===== src/rtl/hplvds_rx_lane_ctrl.sv =====
// HPLVDS receiver lane controller: per-lane power-up sequencing of the pad
// termination, receiver and EI detector, data retiming with polarity
// correction, and debounced electrical-idle tracking.
//
// Lane FSM
//   state     | meaning
//   ----------+-------------------------------------------------------
//   ST_OFF    | pad fully powered down, waiting for LANE_EN_I
//   ST_TERM   | termination on, waiting TERM_SETTLE cycles
//   ST_RXSET  | receiver and EI detector on, waiting RX_SETTLE cycles
//   ST_ACTIVE | lane ready, data forwarded, watching for EI entry
//   ST_IDLE   | electrical idle, data forced 0, watching for EI exit
module hplvds_rx_lane_ctrl #(
    parameter int NUM_LANES   = 4,
    parameter int TERM_SETTLE = 16,
    parameter int RX_SETTLE   = 32,
    parameter int EI_FILT     = 8,
    parameter int SYNC_STAGES = 2
) (
    input  logic                 CLK_I,
    input  logic                 RSTN_I,
    input  logic [NUM_LANES-1:0] LANE_EN_I,
    input  logic [NUM_LANES-1:0] RX_POL_I,
    input  logic [NUM_LANES-1:0] DI_I,
    input  logic [NUM_LANES-1:0] EI_DETECT_I,
    output logic [NUM_LANES-1:0] RTERM_EN_O,
    output logic [NUM_LANES-1:0] RX_EN_O,
    output logic [NUM_LANES-1:0] EI_DETECT_EN_O,
    output logic [NUM_LANES-1:0] DATA_O,
    output logic [NUM_LANES-1:0] LANE_READY_O,
    output logic [NUM_LANES-1:0] LANE_IDLE_O,
    output logic [NUM_LANES-1:0] EI_EVENT_O
);

    localparam int MAX_TR = (TERM_SETTLE > RX_SETTLE) ? TERM_SETTLE : RX_SETTLE;
    localparam int MAX_ALL = (MAX_TR > EI_FILT) ? MAX_TR : EI_FILT;
    localparam int CW = $clog2(MAX_ALL) + 1;

    localparam logic [CW-1:0] TERM_LAST = CW'(TERM_SETTLE - 1);
    localparam logic [CW-1:0] RX_LAST   = CW'(RX_SETTLE - 1);
    localparam logic [CW-1:0] FILT_LAST = CW'(EI_FILT - 1);
    localparam logic [CW-1:0] CNT_ONE   = CW'(1);

    typedef enum logic [2:0] {
        ST_OFF,
        ST_TERM,
        ST_RXSET,
        ST_ACTIVE,
        ST_IDLE
    } state_e;

    for (genvar g = 0; g < NUM_LANES; g++) begin : g_lane
        logic [SYNC_STAGES-1:0] di_sync_q;
        logic [SYNC_STAGES-1:0] ei_sync_q;
        logic                   di_s;
        logic                   ei_s;
        state_e                 state_q, state_d;
        logic [CW-1:0]          cnt_q, cnt_d;
        logic [CW-1:0]          filt_q, filt_d;
        logic                   rterm_q, rx_en_q, ready_q, idle_q, event_q, data_q;

        assign di_s = di_sync_q[SYNC_STAGES-1];
        assign ei_s = ei_sync_q[SYNC_STAGES-1];

        // Next-state, settle counter and EI filter; lane disable overrides everything.
        always_comb begin
            state_d = state_q;
            cnt_d   = cnt_q;
            filt_d  = filt_q;
            if (!LANE_EN_I[g]) begin
                state_d = ST_OFF;
                cnt_d   = '0;
                filt_d  = '0;
            end else begin
                unique case (state_q)
                    ST_OFF: begin
                        state_d = ST_TERM;
                        cnt_d   = '0;
                        filt_d  = '0;
                    end
                    ST_TERM: begin
                        if (cnt_q == TERM_LAST) begin
                            state_d = ST_RXSET;
                            cnt_d   = '0;
                        end else begin
                            cnt_d = cnt_q + CNT_ONE;
                        end
                    end
                    ST_RXSET: begin
                        if (cnt_q == RX_LAST) begin
                            state_d = ST_ACTIVE;
                            cnt_d   = '0;
                            filt_d  = '0;
                        end else begin
                            cnt_d = cnt_q + CNT_ONE;
                        end
                    end
                    ST_ACTIVE: begin
                        if (!ei_s) begin
                            filt_d = '0;
                        end else if (filt_q == FILT_LAST) begin
                            state_d = ST_IDLE;
                            filt_d  = '0;
                        end else begin
                            filt_d = filt_q + CNT_ONE;
                        end
                    end
                    ST_IDLE: begin
                        if (ei_s) begin
                            filt_d = '0;
                        end else if (filt_q == FILT_LAST) begin
                            state_d = ST_ACTIVE;
                            filt_d  = '0;
                        end else begin
                            filt_d = filt_q + CNT_ONE;
                        end
                    end
                    default: begin
                        state_d = ST_OFF;
                        cnt_d   = '0;
                        filt_d  = '0;
                    end
                endcase
            end
        end

        // Synchronisers, state registers and outputs decoded from the next state.
        always_ff @(posedge CLK_I or negedge RSTN_I) begin
            if (!RSTN_I) begin
                di_sync_q <= '0;
                ei_sync_q <= '0;
                state_q   <= ST_OFF;
                cnt_q     <= '0;
                filt_q    <= '0;
                rterm_q   <= 1'b0;
                rx_en_q   <= 1'b0;
                ready_q   <= 1'b0;
                idle_q    <= 1'b0;
                event_q   <= 1'b0;
                data_q    <= 1'b0;
            end else begin
                di_sync_q <= {di_sync_q[SYNC_STAGES-2:0], DI_I[g]};
                ei_sync_q <= {ei_sync_q[SYNC_STAGES-2:0], EI_DETECT_I[g]};
                state_q   <= state_d;
                cnt_q     <= cnt_d;
                filt_q    <= filt_d;
                rterm_q   <= (state_d != ST_OFF);
                rx_en_q   <= (state_d == ST_RXSET) || (state_d == ST_ACTIVE) || (state_d == ST_IDLE);
                ready_q   <= (state_d == ST_ACTIVE);
                idle_q    <= (state_d == ST_IDLE);
                event_q   <= (state_q == ST_ACTIVE) && (state_d == ST_IDLE);
                data_q    <= (state_d == ST_ACTIVE) ? (di_s ^ RX_POL_I[g]) : 1'b0;
            end
        end

        assign RTERM_EN_O[g]     = rterm_q;
        assign RX_EN_O[g]        = rx_en_q;
        assign EI_DETECT_EN_O[g] = rx_en_q;
        assign LANE_READY_O[g]   = ready_q;
        assign LANE_IDLE_O[g]    = idle_q;
        assign EI_EVENT_O[g]     = event_q;
        assign DATA_O[g]         = data_q;
    end

endmodule

===== config.mk =====
export PLATFORM = sky130hd
export DESIGN_NAME = hplvds_rx_lane_ctrl
export DESIGN_NICKNAME = d
export VERILOG_FILES = /design/src/rtl/hplvds_rx_lane_ctrl.sv
export SDC_FILE = /design/constraint.sdc
export NUM_CORES = 1
export LEC_CHECK = 0
export CAP_MARGIN = 20
export CORE_ASPECT_RATIO = 1.1
export CORE_MARGIN = 3
export CORE_UTILIZATION = 55
export DETAILED_ROUTE_END_ITERATION = 7
export PLACE_DENSITY = 0.83
export SLEW_MARGIN = 25
export SYNTH_ARGS = -nofsm -noshare
export SYNTH_HDL_FRONTEND = slang
export SYNTH_SLANG_ARGS = --single-unit

===== constraint.sdc =====
create_clock -name CLK_I -period 4.42 [get_ports CLK_I]
set_input_delay 1.326 -clock CLK_I [delete_from_list [all_inputs] [get_ports CLK_I]]
set_output_delay 1.326 -clock CLK_I [all_outputs]
set_load 0.02 [all_outputs]

==> impl_metrics.csv, run 1 <==
group,metric,value,unit
outcome,outcome,"finished clean",
power_and_ir_drop,clkPwrFrac,35.8,%
critical_path,cp-start-kind,"flip-flop",
power_and_ir_drop,power_density,273.7,nW/um^2
routing,vias,4121,
cts,htreeDepth,3,
cts,cts_tree,"yes",
sta,finalHoldViolations,0,
floorplanning,die_h,109.5,um
routing,drc_errors,0,
sta,slew_headroom,56.78,%
critical_path,worstSetupEndpointType,"output port",
global_route,grt_max_degree,61,
cts,worstSkewPairLatency,0.36,ns
critical_path,crit_family,"buffers and inverters",
cts,postCtsSetupBuffers,0,
critical_path,critPathArrivalTime,1.36,ns
power_and_ir_drop,switchingPower,0.3794,mW
synthesis,yosysSeqAreaShare,46.74,%
critical_path,path_class,"reg -> out",
placement,placement.cell_area,5688,sq um
synthesis,ys_types,77,
floorplanning,top_level_ports,46,
power_and_ir_drop,power.internal,1.229,mW
cells_and_area,final_layout_size_suffix_gt1_share,7.500,%
cells_and_area,layout_commonest_cell,"dfrtp_1",
cts,cts.sink_count,100,
sta,timing.final.crit_period,2.688,ns
worst_hold_path,min_path_cells,0,
power_and_ir_drop,switching_share,23.59,%
cells_and_area,stdcell_area,5878,sq um
floorplanning,rows,37,
synthesis,syn_area,5354,sq um
synthesis,synth_area_per_cell,9.860,sq um
routing,drtPass1Iterations,5,
placement,portBuffers,45,
routing,wire_per_inst,15.55,um
global_route,grt_pass1_vias,3971,
global_route,gr-total-overflow,0,
placement,hpwl,7519,um
sta,worst_pin_slew,0.6483,ns
cells_and_area,post-route-util,62.24,%
sta,setup_viol,0,
critical_path,critical_path.cell_chain,"clkdlybuf4s50_1",
sta,period_share,60.81,%
critical_path,cp_num_buf_inv,1,
run,maxCapViolations,0,
sta,tns,0,ns
global_route,grt_pass1_wl,18110,um
critical_path,crit_path_top_delay_cell,"clkdlybuf4s50_1",
synthesis,synth_ff_type,"dfrtp_1",
synthesis,synth-edff-count,0,
power_and_ir_drop,peakVddDrop,191.6,uV
cells_and_area,multi_input_area,2455,sq um
synthesis,async_reset_ff_share,100.0,%
synthesis,synth_cells,543,
routing,via_per_inst,6.087,
cts,postCtsResizedCells,0,
floorplanning,dieWidth,100.1,um
critical_path,crit_cells,1,
sta,max_freq,372.1,MHz
power_and_ir_drop,power_frac_seq,58.8,%
synthesis,syn_nets,569,
cells_and_area,antenna_cells,0,
routing,antenna_left,0,
floorplanning,start_util,56.69,%
critical_path,cp.required,3.09,ns
cells_and_area,most-common-layout-cells,"dfrtp_1 (100), clkdlybuf4s50_1 (44), nand2_1 (39)",
cells_and_area,fillers,771,
power_and_ir_drop,p_leak,2.590,nW
critical_path,slowest_delay,0.62,ns
sta,finalMaxSlewViolations,0,
cells_and_area,syn2layout_area_growth,9.792,%
sta,rsz0062_at_grt,"false",
floorplanning,die_area,10960,sq um
global_route,grt_antenna_before_repair,0,
synthesis,yosys_warnings,0,
worst_hold_path,min_from,"g_lane[0].di_sync_q[0]",
critical_path,startpoint,"g_lane[0].rx_en_q",
cts,path_clk_slew,0.09,ns
power_and_ir_drop,p_comb_share,5.4,%
cts,hold_buffers,0,
cts,cts_root_buf,"clkbuf_8",
critical_path,cp_max_fo,2,
cells_and_area,nets,581,
cells_and_area,seq_area,2502,sq um
critical_path,r2r_start,"g_lane[1].cnt_q[0]",
routing,drtIter0Drc,207,
critical_path,reg2reg_depth,5,
placement,routabilityCongestion,0.8613,
floorplanning,core-area,9444,sq um
routing,finalWirelength,10520,um
cts,cts_buffers,9,
sta,skew,0.01339,ns
synthesis,ys_ff_latch,100,
cts,clockBufferDepth,2,
worst_hold_path,min_path_type,"reg -> reg",
global_route,track_usage,20.20,%
logic make-up after synthesis:
logic type                 count (synthesis)  share of synthesized area [%]
AOI/OAI and AO/OA                        150                          20.36
xor gates and xnor gates                   9                          1.472
adders and majority gates                  8                          1.870
buffers and inverters                     76                          7.408
DFF                                      100                          46.74
muxes                                      6                          1.262
and+or+nand+nor                          194                          20.89
layer usage:
layer	global-route usage [%]	up-vias	share of wire, %
met1	25.50	2014	43
li1	-	1997	-
met5	0	-	0
met3	4.569	13	4.4
met4	5.005	0	1.1
met2	35.37	97	51
synth_stat cells, types with 3 or more instances:
library cell | number | share of area (%)
o31a_1 | 3 | 0.49
nor2b_1 | 8 | 0.93
a221oi_1 | 3 | 0.49
and2_1 | 6 | 0.70
nand3_1 | 17 | 1.6
a22o_1 | 8 | 1.3
nor4_1 | 11 | 1.3
buf_2 | 4 | 0.37
o31ai_1 | 4 | 0.56
a21o_1 | 7 | 0.98
a2111oi_0 | 3 | 0.49
xnor2_1 | 5 | 0.82
o21ai_0 | 31 | 2.9
a211oi_1 | 7 | 0.98
a221o_1 | 5 | 0.93
buf_4 | 28 | 3.9
nor4b_1 | 5 | 0.82
inv_1 | 31 | 2.2
mux2_2 | 6 | 1.3
o211ai_1 | 6 | 0.84
o21a_1 | 7 | 0.98
nor3_1 | 16 | 1.5
a211o_1 | 5 | 0.82
nand2b_1 | 10 | 1.2
nand4bb_1 | 3 | 0.63
a21boi_0 | 6 | 0.84
or2_2 | 4 | 0.47
o2bb2ai_1 | 3 | 0.49
or3b_2 | 3 | 0.49
a31oi_1 | 6 | 0.70
clkbuf_1 | 12 | 0.84
nand2_1 | 39 | 2.7
dfrtp_1 | 100 | 47
ha_1 | 8 | 1.9
or3_1 | 5 | 0.58
nor3b_1 | 6 | 0.84
and3_1 | 4 | 0.47
nand3b_1 | 7 | 0.98
and4b_1 | 7 | 1.3
xor2_1 | 4 | 0.65
a21oi_1 | 15 | 1.4
nor2_1 | 30 | 2.1
layout make-up:
| cell class | count | area share (%) |
|---|---|---|
| clock inverter | 6 | 1.064 |
| clock buffer | 10 | 2.171 |
| inverter | 31 | 1.980 |
| timing repair buffer | 46 | 7.961 |
| multi-input combinational | 367 | 41.76 |
| tap | 117 | 2.490 |
| sequential | 100 | 42.57 |
registers in the layout, indices dropped and copies added (netlist names):
name and cells:
g_lane.cnt_q 24, g_lane.filt_q 24, g_lane.state_q 12, g_lane.di_sync_q 8, g_lane.ei_sync_q 8, g_lane.data_q 4, g_lane.event_q 4, g_lane.idle_q 4
g_lane.ready_q 4, g_lane.rterm_q 4, g_lane.rx_en_q 4
path summary, 6_finish.rpt:
check	to	slack, ns
setup / recovery	RX_EN_O[0]	1.73
hold / removal	g_lane[0].di_sync_q[1]	0.36
setup reg to reg	g_lane[1].cnt_q[2]	2.38
hold reg to reg	g_lane[0].di_sync_q[1]	0.36
max in group asynchronous	g_lane[2].event_q	2.81
min in group asynchronous	g_lane[1].cnt_q[5]	0.92
power groups by stage:
stage / Combinational [mW] / Clock [mW] / Sequential, mW
6_report: 0.0871 / 0.576 / 0.946
5_1_grt: 0.0985 / 0.622 / 0.949
4_1_cts: 0.0890 / 0.594 / 0.946
3_5_place_dp: 0.0888 / 0 / 0.964
3_3_place_gp: 0.0853 / 0 / 0.962
2_1_floorplan: 0.0460 / 0 / 0.956
per-stage QoR:
step / total power [mW] / std cells / hold slack [ns] / setup slack, ns
CTS: 1.629 / 677 / 0.3598 / 1.706
global placement: 1.048 / 661 / 0.3325 / 1.408
detailed placement: 1.053 / 661 / 0.3356 / 1.380
floorplan: 1.002 / 543 / 0.3312 / 2.036
global route: 1.670 / 677 / 0.3714 / 1.579
finish: 1.609 / 677 / 0.3558 / 1.732
(Power assumes the default switching activity.)
==> run 2: changes to the inputs <==
- clock period: 4.42 -> 2.6 ns (I/O delays scaled with it)
==> run 2 against run 1 <==
  * Largest power group unchanged
  * Critical endpoint is now g_lane[1].cnt_q[3]
  * Critical path depth rose by 4
  * Clock skew fell by 0.0039 ns
  * Non-clock buffer count rose by 2
==> impl_metrics.csv, run 2 (synthesis gave the netlist of run 1 again) <==
group,metric,value,unit
cts,cts_root_buf,"clkbuf_8",
floorplanning,start_util,56.69,%
critical_path,critPathArrivalTime,2.51,ns
global_route,grt_max_degree,46,
sta,setup_viol,0,
routing,antenna_left,0,
power_and_ir_drop,switching_share,26.03,%
cts,path_clk_slew,0.11,ns
floorplanning,rows,37,
global_route,gr-total-overflow,0,
cts,worstSkewPairLatency,0.37,ns
floorplanning,die_area,10960,sq um
power_and_ir_drop,power.internal,2.017,mW
power_and_ir_drop,power_frac_seq,59.0,%
cells_and_area,reg_top3,"g_lane.cnt_q: 24 flops, g_lane.filt_q: 24 flops, g_lane.state_q: 12 flops",
cells_and_area,most-common-layout-cells,"dfrtp_1 (100), clkdlybuf4s50_1 (44), nand2_1 (39)",
sta,skew,0.009498,ns
placement,hpwl,7615,um
sta,period_share,84.38,%
sta,slew_headroom,55.21,%
run,maxCapViolations,0,
cts,hold_buffers,0,
floorplanning,core-area,9444,sq um
power_and_ir_drop,peakVddDrop,277.8,uV
routing,wire_per_inst,15.36,um
cells_and_area,final_layout_size_suffix_gt1_share,8.007,%
outcome,outcome,"finished clean",
critical_path,cp-start-kind,"primary input",
routing,via_per_inst,6.171,
sta,worst_pin_slew,0.6648,ns
cells_and_area,post-route-util,62.40,%
sta,finalHoldViolations,0,
global_route,grt_antenna_before_repair,0,
placement,portBuffers,45,
power_and_ir_drop,power,2.726,mW
floorplanning,dieWidth,100.1,um
cells_and_area,fillers,789,
floorplanning,die_h,109.5,um
sta,rsz0062_at_grt,"false",
cts,cts.sink_count,100,
critical_path,worstSetupEndpointType,"flip-flop",
worst_hold_path,min_path_type,"reg -> reg",
cts,postCtsSetupBuffers,0,
cts,cts_buffers,9,
power_and_ir_drop,p_comb_share,5.5,%
routing,drtPass1Iterations,5,
routing,finalWirelength,10430,um
critical_path,cp_max_fo,5,
cts,htreeDepth,3,
cells_and_area,antenna_cells,0,
critical_path,cp.required,2.91,ns
cells_and_area,nets,583,
global_route,grt_pass1_vias,3965,
routing,drtIter0Drc,245,
critical_path,path_class,"in -> reg",
floorplanning,top_level_ports,46,
global_route,grt_pass1_wl,17840,um
cts,cts_tree,"yes",
routing,vias,4190,
power_and_ir_drop,clkPwrFrac,35.5,%
sta,max_freq,455.8,MHz
routing,drc_errors,0,
power_and_ir_drop,switchingPower,0.7096,mW
global_route,track_usage,19.86,%
sta,timing.final.crit_period,2.194,ns
cells_and_area,syn2layout_area_growth,10.07,%
sta,finalMaxSlewViolations,0,
power_and_ir_drop,p_leak,2.594,nW
sta,tns,0,ns
power_and_ir_drop,power_density,462.6,nW/um^2
cts,clockBufferDepth,2,
placement,routabilityCongestion,0.8608,
cells_and_area,layout_commonest_cell,"dfrtp_1",
cts,postCtsResizedCells,0,
## run 2: cell types whose count changed in the layout (fill, tap and decap cells not counted)
cell / delta
buf_4: +2
clkinv_2: -2
inv_6: +2
bufinv_16: -1
clkbuf_1: -1
clkinv_4: -1
clkinv_8: +1
clkinvlp_4: +1
inv_8: +1
## run 2: cell type report
type | count | area [sq um] | area share, %
Sequential cell | 100 | 2502 | 42.46
Inverter | 31 | 116.4 | 1.975
Clock buffer | 9 | 123.9 | 2.102
Multi-Input combinational cell | 367 | 2455 | 41.66
Timing Repair Buffer | 48 | 483.0 | 8.195
Tap cell | 117 | 146.4 | 2.484
Clock inverter | 7 | 66.31 | 1.125
## run 2: worst paths after layout
kind,startpoint,to,slack [ns],cells after the start
worst max register to register,g_lane[1].cnt_q[0],g_lane[1].cnt_q[3],0.53,5
worst max-delay path,LANE_EN_I[1],g_lane[1].cnt_q[3],0.41,5
worst min register to register,g_lane[0].ei_sync_q[0],g_lane[0].ei_sync_q[1],0.36,0
min in group asynchronous,RSTN_I,g_lane[1].cnt_q[4],0.39,1
worst min-delay path,g_lane[0].ei_sync_q[0],g_lane[0].ei_sync_q[1],0.36,0
max in group asynchronous,RSTN_I,g_lane[1].idle_q,1.52,2
## run 2: power groups by stage
stage	Sequential [mW]	Clock [mW]	Combinational, mW
after global routing	1.61	1.06	0.169
final	1.61	0.967	0.150
after floorplan	1.63	0	0.0781
after global placement	1.64	0	0.147
after detailed placement	1.64	0	0.154
after CTS	1.61	0.995	0.154
## run 2: routing by layer
metal | up-vias | GRT usage, % | share of wire (%)
met5 | - | 0 | 0
met4 | 0 | 6.641 | 1.3
met3 | 14 | 3.680 | 4.3
met2 | 104 | 33.08 | 50
met1 | 2070 | 26.30 | 45
li1 | 2002 | - | -
## run 2: critical path, stage by stage
cell	delay, ns
clkdlybuf4s50_1	0.54
nor4bb_1	0.35
o31ai_1	0.19
a2111oi_0	0.46
a221o_1	0.18
## run 2: per-stage QoR
step / setup slack [ns] / std cells / area, sq um / hold slack [ns]
final: 0.4060 / 679 / 5893 / 0.3554
after global routing: 0.2276 / 679 / 5893 / 0.3664
after CTS: 0.4359 / 679 / 5893 / 0.3575
after detailed placement: 0.03868 / 663 / 5703 / 0.3364
after global placement: 0.1354 / 663 / 5703 / 0.3323
after floorplan: 0.7078 / 543 / 5354 / 0.3312
==> run 3: changes to the inputs <==
- CORE_UTILIZATION: 55 -> 53
- PLACE_DENSITY: 0.83 -> 0.84
- clock period: 2.6 -> 1.9 ns (I/O delays scaled with it)
==> run 3 against run 2 <==
  * Global-route usage is 2.8 points higher
  * Combinational power is 84% higher
  * Wire length is 25% higher
  * Worst setup slack worse by 0.38 ns
  * Via count is 9.4% higher
  * Critical path type is now reg -> out
  * Sequential cell count stayed put
  * Critical endpoint is now DATA_O[3]
  * Largest power group unchanged
  * Non-clock buffer count is 61 higher
==> impl_metrics.csv, run 3 (synthesis gave the netlist of run 1 again) <==
group,metric,value,unit
outcome,outcome,"finished clean",
routing,drtPass1Iterations,7,
floorplanning,die_area,11340,sq um
cells_and_area,final_layout_size_suffix_gt1_share,20.71,%
cells_and_area,antenna_cells,0,
routing,finalWirelength,13010,um
placement,hpwl,8679,um
sta,finalMaxSlewViolations,0,
run,maxCapViolations,0,
placement,portBuffers,45,
global_route,use_met2,39.92,%
cts,cts_tree,"yes",
cts,path_clk_slew,0.10,ns
routing,antenna_left,0,
sta,setup_viol,0,
floorplanning,dieWidth,101.8,um
cells_and_area,fillers,708,
floorplanning,core-area,9583,sq um
routing,vias,4584,
critical_path,cp.required,1.33,ns
routing,via_per_inst,6.195,
cts,cts_buffers,9,
critical_path,path_class,"reg -> out",
global_route,grt_antenna_before_repair,0,
floorplanning,start_util,55.87,%
critical_path,startpoint,"g_lane[3].data_q",
power_and_ir_drop,power,4.038,mW
sta,slew_headroom,63.71,%
critical_path,reg2reg_slack,0.04,ns
critical_path,slowest_delay,0.60,ns
cells_and_area,seq_area,2504,sq um
critical_path,r2r_start,"g_lane[3].filt_q[5]",
cts,worstSkewPairLatency,0.37,ns
cts,htreeDepth,3,
floorplanning,rows,37,
critical_path,worstSetupEndpointType,"output port",
placement,routabilityCongestion,0.9206,
global_route,grt_pass1_vias,4570,
global_route,grt-busiest-layer,"met2",
critical_path,cp_num_buf_inv,1,
sta,period_share,98.39,%
critical_path,reg2reg_depth,5,
global_route,grt_util_met3,5.326,%
global_route,grt_max_degree,48,
critical_path,critical_path.cell_chain,"clkdlybuf4s50_1",
critical_path,reg2reg_to,"g_lane[3].data_q",
critical_path,critPathArrivalTime,1.30,ns
routing,drc_errors,0,
sta,tns,0,ns
cts,cts_root_buf,"clkbuf_8",
sta,rsz0062_at_grt,"true",
sta,finalHoldViolations,0,
global_route,grt_pass1_wl,21110,um
sta,skew,0.01118,ns
cells_and_area,most-common-layout-cells,"dfrtp_1 (99), buf_4 (63), nand2_1 (38)",
sta,whs,0.1032,ns
sta,max_freq,534.9,MHz
cells_and_area,multi_input_area,2614,sq um
worst_hold_path,min_path_type,"in -> async",
sta,timing.final.crit_period,1.869,ns
power_and_ir_drop,p_leak,3.099,nW
floorplanning,die_h,111.4,um
critical_path,crit_path_top_delay_cell,"clkdlybuf4s50_1",
cts,clockBufferDepth,2,
cells_and_area,reg_top3,"g_lane.cnt_q: 24 flops, g_lane.filt_q: 24 flops, g_lane.state_q: 12 flops",
cells_and_area,layout_commonest_cell,"dfrtp_1",
cells_and_area,syn2layout_area_growth,22.32,%
global_route,gr-total-overflow,0,
critical_path,crit_cells,1,
critical_path,cp-start-kind,"flip-flop",
critical_path,crit_family,"buffers and inverters",
power_and_ir_drop,peakVddDrop,550.6,uV
cts,cts.sink_count,100,
global_route,track_usage,22.67,%
sta,worst_pin_slew,0.5411,ns
cells_and_area,nets,644,
cts,hold_buffers,0,
floorplanning,top_level_ports,46,
routing,wire_per_inst,17.59,um
routing,drtIter0Drc,347,
power_and_ir_drop,power_density,616.6,nW/um^2
critical_path,cp_max_fo,1,
global_route,met1_usage,27.60,%
==> run 3: cell types whose count changed in the layout (fill, tap and decap cells not counted), moves of 3 or more <==
cell,delta
dlymetal6s2s_1,+5
dlygate4sd2_1,+21
nor4_1,-3
a2111oi_0,-3
o21ai_0,-3
ha_1,-3
clkdlybuf4s50_1,-26
buf_4,+60
a2111oi_2,+3
==> run 3: per-stage QoR <==
stage / std cells / utilization [%] / instance area (sq um) / worst slack, ns
after global routing: 740 / 68.34 / 6549 / -0.03851
after detailed placement: 718 / 63.95 / 6128 / -0.3858
final: 740 / 68.34 / 6549 / 0.03065
after floorplan: 543 / - / 5354 / 0.007750
after CTS: 734 / 66.34 / 6357 / 0.001900
after global placement: 718 / 63.95 / 6128 / -0.2951
==> run 3: power by group <==
group,internal [mW],switching (mW)
clock,0.763,0.806
combinational,0.128,0.148
sequential,2.16,0.0306
total,3.05,0.984
==> run 3: repair_timing <==
action                                  4_1_cts  5_1_grt
setup buffers                                 0        6
endpoints found under the setup margin       28       40
pin swaps                                     0        4
gates resized for setup                      26       38
==> run 3: final cells by class <==
| class | count | share of cell area (%) |
|---|---|---|
| Sequential cell | 100 | 38.23 |
| Clock inverter | 7 | 1.605 |
| Multi-Input combinational cell | 367 | 39.91 |
| Tap cell | 117 | 2.235 |
| Clock buffer | 9 | 1.891 |
| Timing Repair Buffer | 109 | 14.35 |
| Inverter | 31 | 1.777 |
==> run 3: worst max-delay path by stage <==
stage                                endpoint
after floorplan            g_lane[1].cnt_q[2]
after global placement     g_lane[1].cnt_q[3]
after detailed placement   g_lane[1].cnt_q[3]
after CTS                  g_lane[1].cnt_q[3]
after global routing      g_lane[2].filt_q[5]
final                               DATA_O[3]
==> run 3: layer usage <==
layer	part of all wire, %	vias to the layer above	routed length, um
li1	-	2117	-
met1	40	2248	5210
met2	52	187	6787
met3	5.6	32	732
met4	2.2	0	284
met5	0	-	0
